### src/rtl/gpio_mmio_pkg.sv
// Shared constants for the memory-mapped GPIO peripheral: register offsets
// (word index within the 16-byte window) and the default base address.
package gpio_mmio_pkg;

   localparam logic [1:0]  GPIO_OFF_IN   = 2'd0;
   localparam logic [1:0]  GPIO_OFF_OUT  = 2'd1;
   localparam logic [1:0]  GPIO_OFF_EDGE = 2'd2;
   localparam logic [1:0]  GPIO_OFF_IE   = 2'd3;

   localparam logic [31:0] GPIO_BASE_DEFAULT = 32'h1001_0000;

endpackage : gpio_mmio_pkg

### src/rtl/gpio_sync_edge.sv
// Three-stage synchronizer for a vector of asynchronous pins. The first two
// stages resolve metastability; the third stage delays the synchronized value
// one more cycle so a rising edge can be detected as s2 & ~s3.
module gpio_sync_edge #(
   parameter int WIDTH = 8
) (
   input  logic             clk,
   input  logic             reset,
   input  logic [WIDTH-1:0] pinIn,
   output logic [WIDTH-1:0] sync,
   output logic [WIDTH-1:0] rise
);

   logic [WIDTH-1:0] s1_r;
   logic [WIDTH-1:0] s2_r;
   logic [WIDTH-1:0] s3_r;

   // Shift the pin values through the three stages; active-low sync reset clears all.
   always_ff @(posedge clk) begin
      if (!reset) begin
         s1_r <= {WIDTH{1'b0}};
         s2_r <= {WIDTH{1'b0}};
         s3_r <= {WIDTH{1'b0}};
      end else begin
         s1_r <= pinIn;
         s2_r <= s1_r;
         s3_r <= s2_r;
      end
   end

   assign sync = s2_r;
   assign rise = s2_r & ~s3_r;

endmodule : gpio_sync_edge

### src/rtl/gpio_mmio.sv
// Memory-mapped GPIO peripheral: synchronized input port, registered output
// port, sticky rising-edge flags (write-1-to-clear) and a level interrupt.
// Read data is combinational so the core captures it in the address cycle.
module gpio_mmio
   import gpio_mmio_pkg::*;
#(
   parameter int          GPIO_WIDTH = 8,
   parameter logic [31:0] GPIO_BASE  = GPIO_BASE_DEFAULT
) (
   input  logic                  clk,
   input  logic                  reset,
   input  logic [31:0]           Address,
   input  logic [31:0]           WriteData,
   input  logic                  MemWrite,
   output logic [31:0]           ReadData,
   output logic                  hit,
   input  logic [GPIO_WIDTH-1:0] gpio_port_in,
   output logic [GPIO_WIDTH-1:0] gpio_port_out,
   output logic                  irq
);

   logic [GPIO_WIDTH-1:0] outReg_r;
   logic [GPIO_WIDTH-1:0] edgeReg_r;
   logic [GPIO_WIDTH-1:0] ieReg_r;

   logic [GPIO_WIDTH-1:0] sync_s;
   logic [GPIO_WIDTH-1:0] rise_s;
   logic [GPIO_WIDTH-1:0] clrMask_s;
   logic [1:0]            offset_s;
   logic                  wrOut_s;
   logic                  wrEdge_s;
   logic                  wrIe_s;
   logic [31:0]           readData_s;

   // Byte-address bits and store bits above GPIO_WIDTH are deliberately ignored.
   logic                  unusedBits_s;
   assign unusedBits_s = ^{Address[1:0], WriteData};

   gpio_sync_edge #(
      .WIDTH (GPIO_WIDTH)
   ) uSyncEdge (
      .clk   (clk),
      .reset (reset),
      .pinIn (gpio_port_in),
      .sync  (sync_s),
      .rise  (rise_s)
   );

   assign hit      = (Address[31:4] == GPIO_BASE[31:4]);
   assign offset_s = Address[3:2];

   // Decode a store into per-register write strobes and the edge clear mask.
   always_comb begin
      wrOut_s   = 1'b0;
      wrEdge_s  = 1'b0;
      wrIe_s    = 1'b0;
      clrMask_s = {GPIO_WIDTH{1'b0}};
      if (MemWrite && hit) begin
         case (offset_s)
            GPIO_OFF_OUT:  wrOut_s  = 1'b1;
            GPIO_OFF_EDGE: wrEdge_s = 1'b1;
            GPIO_OFF_IE:   wrIe_s   = 1'b1;
            default:       wrOut_s  = 1'b0;
         endcase
      end else begin
         wrOut_s = 1'b0;
      end
      if (wrEdge_s) begin
         clrMask_s = WriteData[GPIO_WIDTH-1:0];
      end else begin
         clrMask_s = {GPIO_WIDTH{1'b0}};
      end
   end

   // Register updates; a new rising edge overrides a same-cycle W1C on that bit.
   always_ff @(posedge clk) begin
      if (!reset) begin
         outReg_r  <= {GPIO_WIDTH{1'b0}};
         edgeReg_r <= {GPIO_WIDTH{1'b0}};
         ieReg_r   <= {GPIO_WIDTH{1'b0}};
      end else begin
         if (wrOut_s) begin
            outReg_r <= WriteData[GPIO_WIDTH-1:0];
         end else begin
            outReg_r <= outReg_r;
         end
         if (wrIe_s) begin
            ieReg_r <= WriteData[GPIO_WIDTH-1:0];
         end else begin
            ieReg_r <= ieReg_r;
         end
         edgeReg_r <= (edgeReg_r & ~clrMask_s) | rise_s;
      end
   end

   // Side-effect-free read mux, zero-extended, zero on a decode miss.
   always_comb begin
      readData_s = 32'd0;
      if (hit) begin
         case (offset_s)
            GPIO_OFF_IN:   readData_s[GPIO_WIDTH-1:0] = sync_s;
            GPIO_OFF_OUT:  readData_s[GPIO_WIDTH-1:0] = outReg_r;
            GPIO_OFF_EDGE: readData_s[GPIO_WIDTH-1:0] = edgeReg_r;
            GPIO_OFF_IE:   readData_s[GPIO_WIDTH-1:0] = ieReg_r;
            default:       readData_s = 32'd0;
         endcase
      end else begin
         readData_s = 32'd0;
      end
   end

   assign ReadData      = readData_s;
   assign gpio_port_out = outReg_r;
   assign irq           = |(edgeReg_r & ieReg_r);

endmodule : gpio_mmio

### config.mk
export PLATFORM = sky130hd
export DESIGN_NAME = gpio_mmio
export DESIGN_NICKNAME = d
export VERILOG_FILES = /design/src/rtl/gpio_mmio_pkg.sv /design/src/rtl/gpio_sync_edge.sv /design/src/rtl/gpio_mmio.sv
export SDC_FILE = /design/constraint.sdc
export NUM_CORES = 1
export LEC_CHECK = 0
export ABC_AREA = 1
export BUFFER_PORTS_ARGS = -buffer_cell sky130_fd_sc_hd__buf_2
export CAP_MARGIN = 40
export CORE_MARGIN = 1
export CORE_UTILIZATION = 40
export DETAILED_ROUTE_END_ITERATION = 8
export PLACE_DENSITY = 0.7
export REMOVE_ABC_BUFFERS = 1
export SLEW_MARGIN = 15
export SYNTH_ARGS = -nofsm -noshare
export SYNTH_HDL_FRONTEND = slang
export SYNTH_SLANG_ARGS = --single-unit
### constraint.sdc
create_clock -name clk -period 1.2 [get_ports clk]
set_input_delay 0 -clock clk [delete_from_list [all_inputs] [get_ports clk]]
set_output_delay 0 -clock clk [all_outputs]
set_load 0.005 [all_outputs]
==> reports/metrics.cfg <==
[yosys]
syn_area_um2=2530
synth_seq_cells=48
yosys_warnings=0
yosysSeqAreaShare_pct=37.9
avgSynthCellArea_um2=6.49
syn_inst=390
ys_types=23

[routing]
first_pass_iters=4
wl_per_cell_um=10.8
drc_errors=0
routed_via_density=4.52
drt-total-wl_mm=6.07
drtAntennaViolNets=0
vias=2540
drtIter0Drc=96

[global_routing]
grt_max_degree=20
antenna_found_initial=0
grt-ovfl-total=0
grt_pass1_vias=2231
grt_util_all_layers_pct=18.6
grt_pass1_wl_mm=9.30

[worst_setup_path]
ff2ff_setup_slack_ns=0.36
cp-endpoint=ReadData[3]
cp.depth=5
slowest_delay_ns=0.32
endpoint_kind=primary output
cp_top_family=flip-flops
crit_path_cell_trace=inv_2, o22ai_1, a221oi_1, nor2_1, buf_2
cp-start-kind=register
timing.critical_path.buf_inv=2
reg2reg_to=edgeReg_r[5]
worstPathMaxFanout=3
arrival_ns=1.19
required_ns=1.20
setup.worst_path.start=ieReg_r[3]
r2r_cells=3
crit_slowest_cell=dfxtp_2
crit-reg2reg-launch=uSyncEdge.sync[5]
worstSetupPathType=reg2out

[placed_design]
io_buffers=66
placed_cells=537
dp_hpwl_mm=4.36
gp_congestion=0.825
place_ws_ns=-0.0376
placed_area_um2=2950

[power]
p_comb_share_pct=10.7
power.total_mw=3.67
swShare_pct=21.9
intPower_mw=2.86
clkPwrFrac_pct=43.8
switchingPower_mw=0.804
peakVddDrop_mv=1.07
seqPwrFrac_pct=45.4
p_leak_nw=1.86
p_per_area_nw_per_um2=1090

[cts]
root_buffer=clkbuf_8
clock_path_buffers=2
clock_latency_ns=0.31
numCtsBuffers=5
clkSlewWorstSetupHoldPaths_ns=0.09
cts_tree=built
htreeDepth=2
cts.sinks=48

[cells_and_area]
layout-drive-gt1-share_pct=30.8
stdcell_count=562
syn_to_final_growth_pct=33.1
fin_nets=561
diodes=0
fin_area_um2=3370

[die]
die_h_um=81.6
die_w_um=81.6
start_util_pct=42.0
coreArea_um2=6030
ioPinCount=117
die_area_um2=6650
rows=28

[worst_hold_path]
min_path_cells=4
hold_path.class=in2reg

[status]
outcome=finished clean

[sta]
fin_crit_sh_pct=99.4
fin_ws_ns=0.00679
finClkSkew_ns=0.00973
setup_viol=0
finalCriticalPeriod_ns=1.19
rsz0062_at_grt=yes
fmax_mhz=838
report.final.slew_viol_count=0
hold_viol_final=0

[run]
cap_violations=0

## cells in the final DEF (no fill, tap or decap), types with 2 or more instances in the layout
cell type	n
nand2_1	105
inv_1	69
buf_2	66
nor2_1	56
dfxtp_1	35
nand4_1	25
conb_1	24
buf_4	20
dlygate4sd3_1	15
inv_2	12
dfxtp_2	12
or2_2	8
o21ai_2	5
a221oi_2	5
clkbuf_8	5
a21oi_2	3
bufinv_16	3
nor2_4	2
o22ai_2	2
nand2_2	2
o22ai_1	2
a221oi_1	2
nand3_2	2
## logic make-up (layout without fill, tap and decap cells)
family,count (synthesis),after routing,synth area share [%]
buffers and inverters,118,192,21.9
other,1,24,0.148
AOI/OAI and AO/OA,21,21,5.53
and+or+nand+nor,202,202,34.5
DFF,48,48,37.9
## worst min-delay path, delay by kind of cell
family                 cells  cell delay, ns
buffers and inverters      1            0.11
and+or+nand+nor            3            0.18
## sequential cells by signal (all words and copies together) (netlist names)
| register | cells |
|---|---|
| ieReg_r | 8 |
| edgeReg_r | 8 |
| gpio_port_out | 8 |
| uSyncEdge.s3_r | 8 |
| uSyncEdge.sync | 8 |
| uSyncEdge.s1_r | 8 |
## final cells by class
type | count | area (um^2)
fill | 583 | 2660
multi-input combinational | 247 | 1180
sequential | 48 | 980
timing repair buffer | 102 | 651
inverter | 82 | 308
tap | 75 | 93.8
clock inverter | 3 | 90.1
clock buffer | 5 | 68.8
## timing repair
action / 4_1_cts / 5_1_grt
gates resized for setup: 18 / 28
endpoints found under the setup margin: 7 / 9
hold buffers: 15 / 0
pin swaps: 3 / 4
hold endpoints to repair: 15 / 0
buffers inserted: 0 / 2
## how the worst min path moves through the flow
| stage | from | to | slack, ns |
|---|---|---|---|
| detailed placement | gpio_port_in[4] | uSyncEdge.s1_r[4] | 0.19 |
| global route | WriteData[2] | edgeReg_r[2] | 0.04 |
| floorplan | reset | uSyncEdge.s1_r[0] | 0.09 |
| global placement | gpio_port_in[7] | uSyncEdge.s1_r[7] | 0.18 |
| finish | WriteData[2] | edgeReg_r[2] | 0.004 |
| CTS | WriteData[2] | edgeReg_r[2] | 0.006 |
## cell usage after synthesis
library cell | number | area [um^2]
nand2_1 | 107 | 402
inv_1 | 79 | 297
a21oi_1 | 3 | 15.0
dfxtp_1 | 48 | 961
buf_6 | 2 | 22.5
a221oi_1 | 7 | 61.3
and2_0 | 1 | 6.26
a21oi_2 | 1 | 8.76
nor2_4 | 2 | 22.5
buf_1 | 4 | 15.0
buf_4 | 25 | 188
o22ai_1 | 4 | 25.0
nand3_2 | 2 | 20.0
nor2_1 | 56 | 210
buf_2 | 2 | 10.0
nand4_1 | 25 | 156
clkbuf_1 | 3 | 11.3
clkinv_1 | 1 | 3.75
nor2_2 | 1 | 6.26
o21ai_0 | 6 | 30.0
conb_1 | 1 | 3.75
or2_2 | 8 | 50.1
inv_2 | 2 | 7.51
## routing by layer
metal / up-vias / part of all wire (%) / track usage (%)
met2: 102 / 47 / 33.3
met1: 1111 / 43 / 21.2
met5: - / 0 / 0
met4: 0 / 1.6 / 6.84
li1: 1318 / - / -
met3: 9 / 8.8 / 4.56
## metrics by stage
step,utilization (%),hold WS [ns],setup TNS [ns]
6_report,55.9,0.00409,0
5_1_grt,55.9,0.0398,-0.280
4_1_cts,54.3,0.00614,-0.0619
3_5_place_dp,49.0,0.187,-0.0458
3_3_place_gp,49.0,0.180,0
2_1_floorplan,-,0.0935,0
## power groups by stage
stage	logic [mW]	clock network (mW)	registers, mW
6_report	0.394	1.61	1.66
5_1_grt	0.445	1.69	1.67
4_1_cts	0.379	1.63	1.66
3_5_place_dp	0.340	0	1.70
3_3_place_gp	0.335	0	1.70
2_1_floorplan	0.143	0	1.69
(Power assumes the default switching activity.)
